==> src/rtl/sdram_arbit.sv <==
// sdram_arbit: single-owner SDRAM bus arbiter (refresh > write > read) with pin mux.
// Define SDRAM_ARBIT_RR_EN to alternate write/read grants when both request together.
module sdram_arbit #(
   parameter int CMD_W = 4,
   parameter int ADDR_W = 13,
   parameter int BANK_W = 2,
   parameter logic [CMD_W-1:0] NOP_CMD = 4'b0111,
   parameter logic [ADDR_W-1:0] IDLE_ADDR = 13'h0400
) (
   input  logic              sysclk_100M,
   input  logic              rst,
   input  logic              init_done,
   input  logic [CMD_W-1:0]  init_cmd,
   input  logic [ADDR_W-1:0] init_addr,
   input  logic              refresh_req,
   output logic              ref_ack,
   input  logic              ref_end,
   input  logic [CMD_W-1:0]  ref_cmd,
   input  logic [ADDR_W-1:0] ref_addr,
   input  logic              arbit_write_req,
   output logic              arbit_write_ack,
   input  logic              write_prech_end,
   input  logic [CMD_W-1:0]  wr_cmd,
   input  logic [ADDR_W-1:0] wr_addr,
   input  logic [BANK_W-1:0] wr_bank,
   input  logic              arbit_read_req,
   output logic              arbit_read_ack,
   input  logic              arbit_prech_end,
   input  logic [CMD_W-1:0]  rd_cmd,
   input  logic [ADDR_W-1:0] rd_addr,
   input  logic [BANK_W-1:0] rd_bank,
   output logic [CMD_W-1:0]  sdram_cmd,
   output logic [ADDR_W-1:0] sdram_addr,
   output logic [BANK_W-1:0] sdram_bank_addr,
   output logic [2:0]        owner
);
   typedef enum logic [4:0] {
      S_INIT  = 5'b00001,
      S_IDLE  = 5'b00010,
      S_REF   = 5'b00100,
      S_WRITE = 5'b01000,
      S_READ  = 5'b10000
   } state_t;
   state_t state;
   logic last_rd;
   logic pick_wr;
`ifdef SDRAM_ARBIT_RR_EN
   // on a write/read tie, grant whichever engine did not win last time
   assign pick_wr = arbit_write_req && !(arbit_read_req && !last_rd);
`else
   logic unused_last_rd;
   assign pick_wr = arbit_write_req;
   assign unused_last_rd = last_rd;
`endif
   always_ff @(posedge sysclk_100M) begin
      if (rst) begin
         state <= S_INIT;
         ref_ack <= 1'b0;
         arbit_write_ack <= 1'b0;
         arbit_read_ack <= 1'b0;
         owner <= 3'b000;
         last_rd <= 1'b1;
      end else begin
         ref_ack <= 1'b0;
         arbit_write_ack <= 1'b0;
         arbit_read_ack <= 1'b0;
         case (state)
            S_INIT: if (init_done) state <= S_IDLE;
            S_IDLE: begin
               if (refresh_req) begin
                  state <= S_REF;
                  ref_ack <= 1'b1;
                  owner <= 3'b001;
               end else if (pick_wr) begin
                  state <= S_WRITE;
                  arbit_write_ack <= 1'b1;
                  owner <= 3'b010;
                  last_rd <= 1'b0;
               end else if (arbit_read_req) begin
                  state <= S_READ;
                  arbit_read_ack <= 1'b1;
                  owner <= 3'b100;
                  last_rd <= 1'b1;
               end
            end
            S_REF: if (ref_end) begin
               state <= S_IDLE;
               owner <= 3'b000;
            end
            S_WRITE: if (write_prech_end) begin
               state <= S_IDLE;
               owner <= 3'b000;
            end
            S_READ: if (arbit_prech_end) begin
               state <= S_IDLE;
               owner <= 3'b000;
            end
            default: begin
               state <= S_INIT;
               owner <= 3'b000;
            end
         endcase
      end
   end
   always_comb begin
      sdram_cmd = state == S_INIT ? init_cmd : state == S_REF ? ref_cmd :
                  state == S_WRITE ? wr_cmd : state == S_READ ? rd_cmd : NOP_CMD;
      sdram_addr = state == S_INIT ? init_addr : state == S_REF ? ref_addr :
                   state == S_WRITE ? wr_addr : state == S_READ ? rd_addr : IDLE_ADDR;
      sdram_bank_addr = state == S_WRITE ? wr_bank : state == S_READ ? rd_bank : '0;
   end
endmodule
==> config.mk <==
export PLATFORM = sky130hd
export DESIGN_NAME = sdram_arbit
export DESIGN_NICKNAME = d
export VERILOG_FILES = /design/src/rtl/sdram_arbit.sv
export SDC_FILE = /design/constraint.sdc
export NUM_CORES = 1
export LEC_CHECK = 0
export CAP_MARGIN = 20
export CELL_PAD_IN_SITES_DETAIL_PLACEMENT = 0
export CELL_PAD_IN_SITES_GLOBAL_PLACEMENT = 1
export CORE_ASPECT_RATIO = 1.1
export CORE_UTILIZATION = 16
export CTS_CLUSTER_SIZE = 14
export DETAILED_ROUTE_END_ITERATION = 16
export PLACE_DENSITY = 0.79
export SYNTH_ARGS = -nofsm -noshare
export SYNTH_HDL_FRONTEND = slang
export SYNTH_SLANG_ARGS = --single-unit
==> constraint.sdc <==
create_clock -name sysclk_100M -period 1.98 [get_ports sysclk_100M]
set_input_delay 0.594 -clock sysclk_100M [delete_from_list [all_inputs] [get_ports sysclk_100M]]
set_output_delay 0.594 -clock sysclk_100M [all_outputs]
set_load 0.02 [all_outputs]
==> impl_results.html <==
<table>
<tr><th>Metric</th><th>Value</th></tr>
<tr><th colspan="2">Global routing</th></tr>
<tr><td>Global-route wire length before repair</td><td>7660 µm</td></tr>
<tr><td>GRT overflow</td><td>0</td></tr>
<tr><td>Total GRT Usage</td><td>14.2%</td></tr>
<tr><td>Antenna violations before repair</td><td>0</td></tr>
<tr><td>Pin count of the biggest net entering global routing</td><td>18</td></tr>
<tr><td>Vias in the first global route</td><td>1,608</td></tr>
<tr><th colspan="2">Synth</th></tr>
<tr><td>Post-synth design cell area</td><td>1020 µm²</td></tr>
<tr><td>Mapped Cells</td><td>130</td></tr>
<tr><td>Largest cells by area after synthesis</td><td>dfxtp_1 (22%), a22oi_1 (13%), o22ai_1 (6.7%)</td></tr>
<tr><td>Register bit count reported by yosys</td><td>11</td></tr>
<tr><td>Post-synthesis async set-or-reset flop share</td><td>0%</td></tr>
<tr><td>Most instantiated flip-flop cell in the synthesis netlist</td><td>dfxtp_1</td></tr>
<tr><td>Mean instance size in the synthesized netlist</td><td>7.85 µm²</td></tr>
<tr><td>Area leader, netlist</td><td>dfxtp_1</td></tr>
<tr><td>Leading cell type by number of instances after synthesis</td><td>a22oi_1</td></tr>
<tr><td>Yosys warning count</td><td>0</td></tr>
<tr><td>Distinct cells, synth</td><td>39</td></tr>
<tr><td>Fraction of post-synthesis cell area in the top cell type by area</td><td>21.6%</td></tr>
<tr><td>Number of enable flip-flop cells after synthesis</td><td>0</td></tr>
<tr><td>Commonest cells in the netlist</td><td>a22oi_1 (17), a21oi_1 (13), dfxtp_1 (11), o22ai_1 (11), o21ai_0 (7)</td></tr>
<tr><td>Sequential fraction of the synthesis area</td><td>21.6%</td></tr>
<tr><td>Net count after synthesis</td><td>211</td></tr>
<tr><th colspan="2">CTS</th></tr>
<tr><td>H-tree depth</td><td>1</td></tr>
<tr><td>Clock Tree Buf Depth</td><td>2</td></tr>
<tr><td>Worst-path clk slew</td><td>50 ps</td></tr>
<tr><td>Clk Latency, worst-skew pair</td><td>240 ps</td></tr>
<tr><td>Clock root buffer</td><td>clkbuf_8</td></tr>
<tr><td>Clock tree from TritonCTS</td><td>built</td></tr>
<tr><td>Total clock sinks</td><td>11</td></tr>
<tr><td>Post-CTS Hold Buffers</td><td>0</td></tr>
<tr><td>Inserted Clock Buffers</td><td>3</td></tr>
<tr><th colspan="2">Detailed routing</th></tr>
<tr><td>Detailed-route wire length per cell</td><td>14.5 µm</td></tr>
<tr><td>Average vias per placed instance</td><td>4.64</td></tr>
<tr><td>Detailed-route wire length</td><td>4960 µm</td></tr>
<tr><td>Final ANT Viol Nets</td><td>0</td></tr>
<tr><td>Number of vias in the routed layout</td><td>1,590</td></tr>
<tr><td>1st-iter DRT viols</td><td>26</td></tr>
<tr><td>Remaining design rule violation count</td><td>0</td></tr>
<tr><td>Drt first pass iters</td><td>5</td></tr>
<tr><th colspan="2">Placed design</th></tr>
<tr><td>Cell count after placement</td><td>331</td></tr>
<tr><td>Placer's final routability congestion estimate</td><td>0.754</td></tr>
<tr><td>IO buf count</td><td>105</td></tr>
<tr><td>Placement Setup Slack</td><td>-557 ps</td></tr>
<tr><td>HPWL after DPL</td><td>3800 µm</td></tr>
<tr><th colspan="2">STA</th></tr>
<tr><td>Final worst path period need</td><td>2320 ps</td></tr>
<tr><td>Fin Clk Skew</td><td>2.02 ps</td></tr>
<tr><td>Final setup violating endpoints</td><td>19</td></tr>
<tr><td>Max-slew violations</td><td>0</td></tr>
<tr><td>Final WS setup</td><td>-343 ps</td></tr>
<tr><td>Worst Tran Pin Value</td><td>507 ps</td></tr>
<tr><td>Final sum of negative setup slack</td><td>-5980 ps</td></tr>
<tr><td>RSZ-0062 raised after global routing</td><td>true</td></tr>
<tr><td>Worst max-slew margin expressed relative to the limit</td><td>65.9%</td></tr>
<tr><td>Fraction of the cycle the final worst path needs</td><td>117%</td></tr>
<tr><td>Final number of hold-violating endpoints</td><td>0</td></tr>
<tr><td>Fmax</td><td>430 MHz</td></tr>
<tr><th colspan="2">Status</th></tr>
<tr><td>Failing checks</td><td>setup timing</td></tr>
<tr><td>Status</td><td>finished with violations</td></tr>
<tr><th colspan="2">Power</th></tr>
<tr><td>Peak supply drop</td><td>0.437 mV</td></tr>
<tr><td>Final Power</td><td>1.94 mW</td></tr>
<tr><td>Power Dens Cells</td><td>680 nW/µm²</td></tr>
<tr><td>Static leakage power</td><td>1.05 nW</td></tr>
<tr><th colspan="2">Die</th></tr>
<tr><td>Floorplan Core Area</td><td>6160 µm²</td></tr>
<tr><td>Top-Level Pins</td><td>106</td></tr>
<tr><td>Die area</td><td>6700 µm²</td></tr>
<tr><td>Die width</td><td>78.2 µm</td></tr>
<tr><td>Starting Density</td><td>16.6%</td></tr>
<tr><td>FP Rows</td><td>30</td></tr>
<tr><td>Die Span Y</td><td>85.8 µm</td></tr>
<tr><th colspan="2">Final layout</th></tr>
<tr><td>Area added between synthesis and finish</td><td>179%</td></tr>
<tr><td>Post-layout net count</td><td>345</td></tr>
<tr><td>Utilization after layout</td><td>46.3%</td></tr>
<tr><td>Final std cells w/o fill</td><td>343</td></tr>
<tr><td>Share of final-layout standard cells stronger than drive strength 1</td><td>43.0%</td></tr>
<tr><td>Diode count</td><td>0</td></tr>
<tr><th colspan="2">Setup path</th></tr>
<tr><td>Critical R2R Launch</td><td>state[3]</td></tr>
<tr><td>Critical path peak fanout</td><td>6</td></tr>
<tr><td>Critical Path End Type</td><td>output port</td></tr>
<tr><td>Critical path start-end classification</td><td>reg2out</td></tr>
<tr><td>Register-to-register setup slack</td><td>220 ps</td></tr>
<tr><td>Crit path launch type</td><td>flop</td></tr>
<tr><td>Required time of the critical path</td><td>1390 ps</td></tr>
<tr><td>Arrival time at the worst endpoint</td><td>1730 ps</td></tr>
<tr><td>Destination of the worst register-to-register timing path</td><td>state[1]</td></tr>
<tr><td>Number of cells traversed by the worst register-to-register path</td><td>6</td></tr>
<tr><th colspan="2">Worst hold path</th></tr>
<tr><td>Min-Delay Startpoint</td><td>owner[2]</td></tr>
<tr><td>Path class of the lowest-slack min-delay path</td><td>reg2reg</td></tr>
<tr><td>Endpoint, Worst Hold</td><td>owner[2]</td></tr>
<tr><td>Hold path depth</td><td>2</td></tr>
<tr><th colspan="2">Flow run</th></tr>
<tr><td>Max capacitance violation total</td><td>0</td></tr>
</table>
[final cells by class]
type | count | area [µm²]
Fill cell | 605 | 3300
Timing Repair Buffer | 141 | 1380
Multi-Input combinational cell | 103 | 1090
Sequential cell | 11 | 224
Tap cell | 80 | 100
Clock buffer | 4 | 45.0
Inverter | 4 | 15.0
[stage by stage]
stage / hold slack (ps) / instance area (µm²)
after floorplan: 546 / 1310
after detailed placement: 464 / 2620
after global routing: 487 / 2850
after CTS: 471 / 2710
after global placement: 461 / 2620
final: 467 / 2850
[per-layer routing]
metal | wire length (µm) | global-route usage [%] | share of wire, %
met1 | 1950 | 16.6 | 39
met2 | 2570 | 26.2 | 52
met3 | 408 | 2.98 | 8.2
met4 | 30 | 3.54 | 0.61
met5 | 0 | 0 | 0
[cells in the final DEF (no fill, tap or decap), drive strengths merged, types with 3 or more instances in the layout]
| master | count |
|---|---|
| nor3 | 4 |
| clkdlybuf4s50 | 84 |
| nor2 | 4 |
| o22ai | 13 |
| o21ai | 7 |
| nand2 | 5 |
| inv | 4 |
| clkbuf | 5 |
| buf | 54 |
| dfxtp | 11 |
| o221ai | 4 |
| a22oi | 17 |
| or2 | 3 |
| a21oi | 13 |
| nand2b | 6 |
[sequential cells by signal, summed over array words and instances (netlist names)]
register and count:
arbit_read_ack 1, arbit_write_ack 1, owner 3, ref_ack 1, state 5
[worst max-delay path by stage]
stage	from	endpoint	cells past startpoint	slack, ps
2_1_floorplan	state[3]	sdram_addr[11]	8	-150
5_1_grt	state[4]	sdram_addr[0]	7	-410
3_5_place_dp	wr_addr[2]	sdram_addr[2]	4	-560
4_1_cts	state[3]	sdram_addr[12]	6	-360
6_report	state[3]	sdram_addr[6]	6	-340
3_3_place_gp	state[3]	sdram_addr[0]	6	-540
[cell families after synthesis]
kind of cell | Yosys count | synth area share (%)
simple gates | 39 | 24.4
flops | 11 | 21.6
buf+inv | 16 | 8.09
compound gates | 62 | 44.2
xor+xnor | 2 | 1.72
[critical path, cell delays in order, from the launching register on]
cell and delay [ps]:
dfxtp_2 320, or2_4 270, or3_4 380, clkbuf_16 200, o22ai_4 120, a21oi_4 40
buf_2 160
[report_power, final]
part	internal [mW]	switching (mW)
clock network	0.141	0.0824
logic	0.781	0.687
registers	0.236	0.0118
total	1.16	0.782
[timing repair]
action	CTS	global route
pin swaps	8	10
setup buffers	2	4
gates resized for setup	108	21
setup endpoints to repair	20	24
cloned	1	1
(Power assumes the default switching activity.)
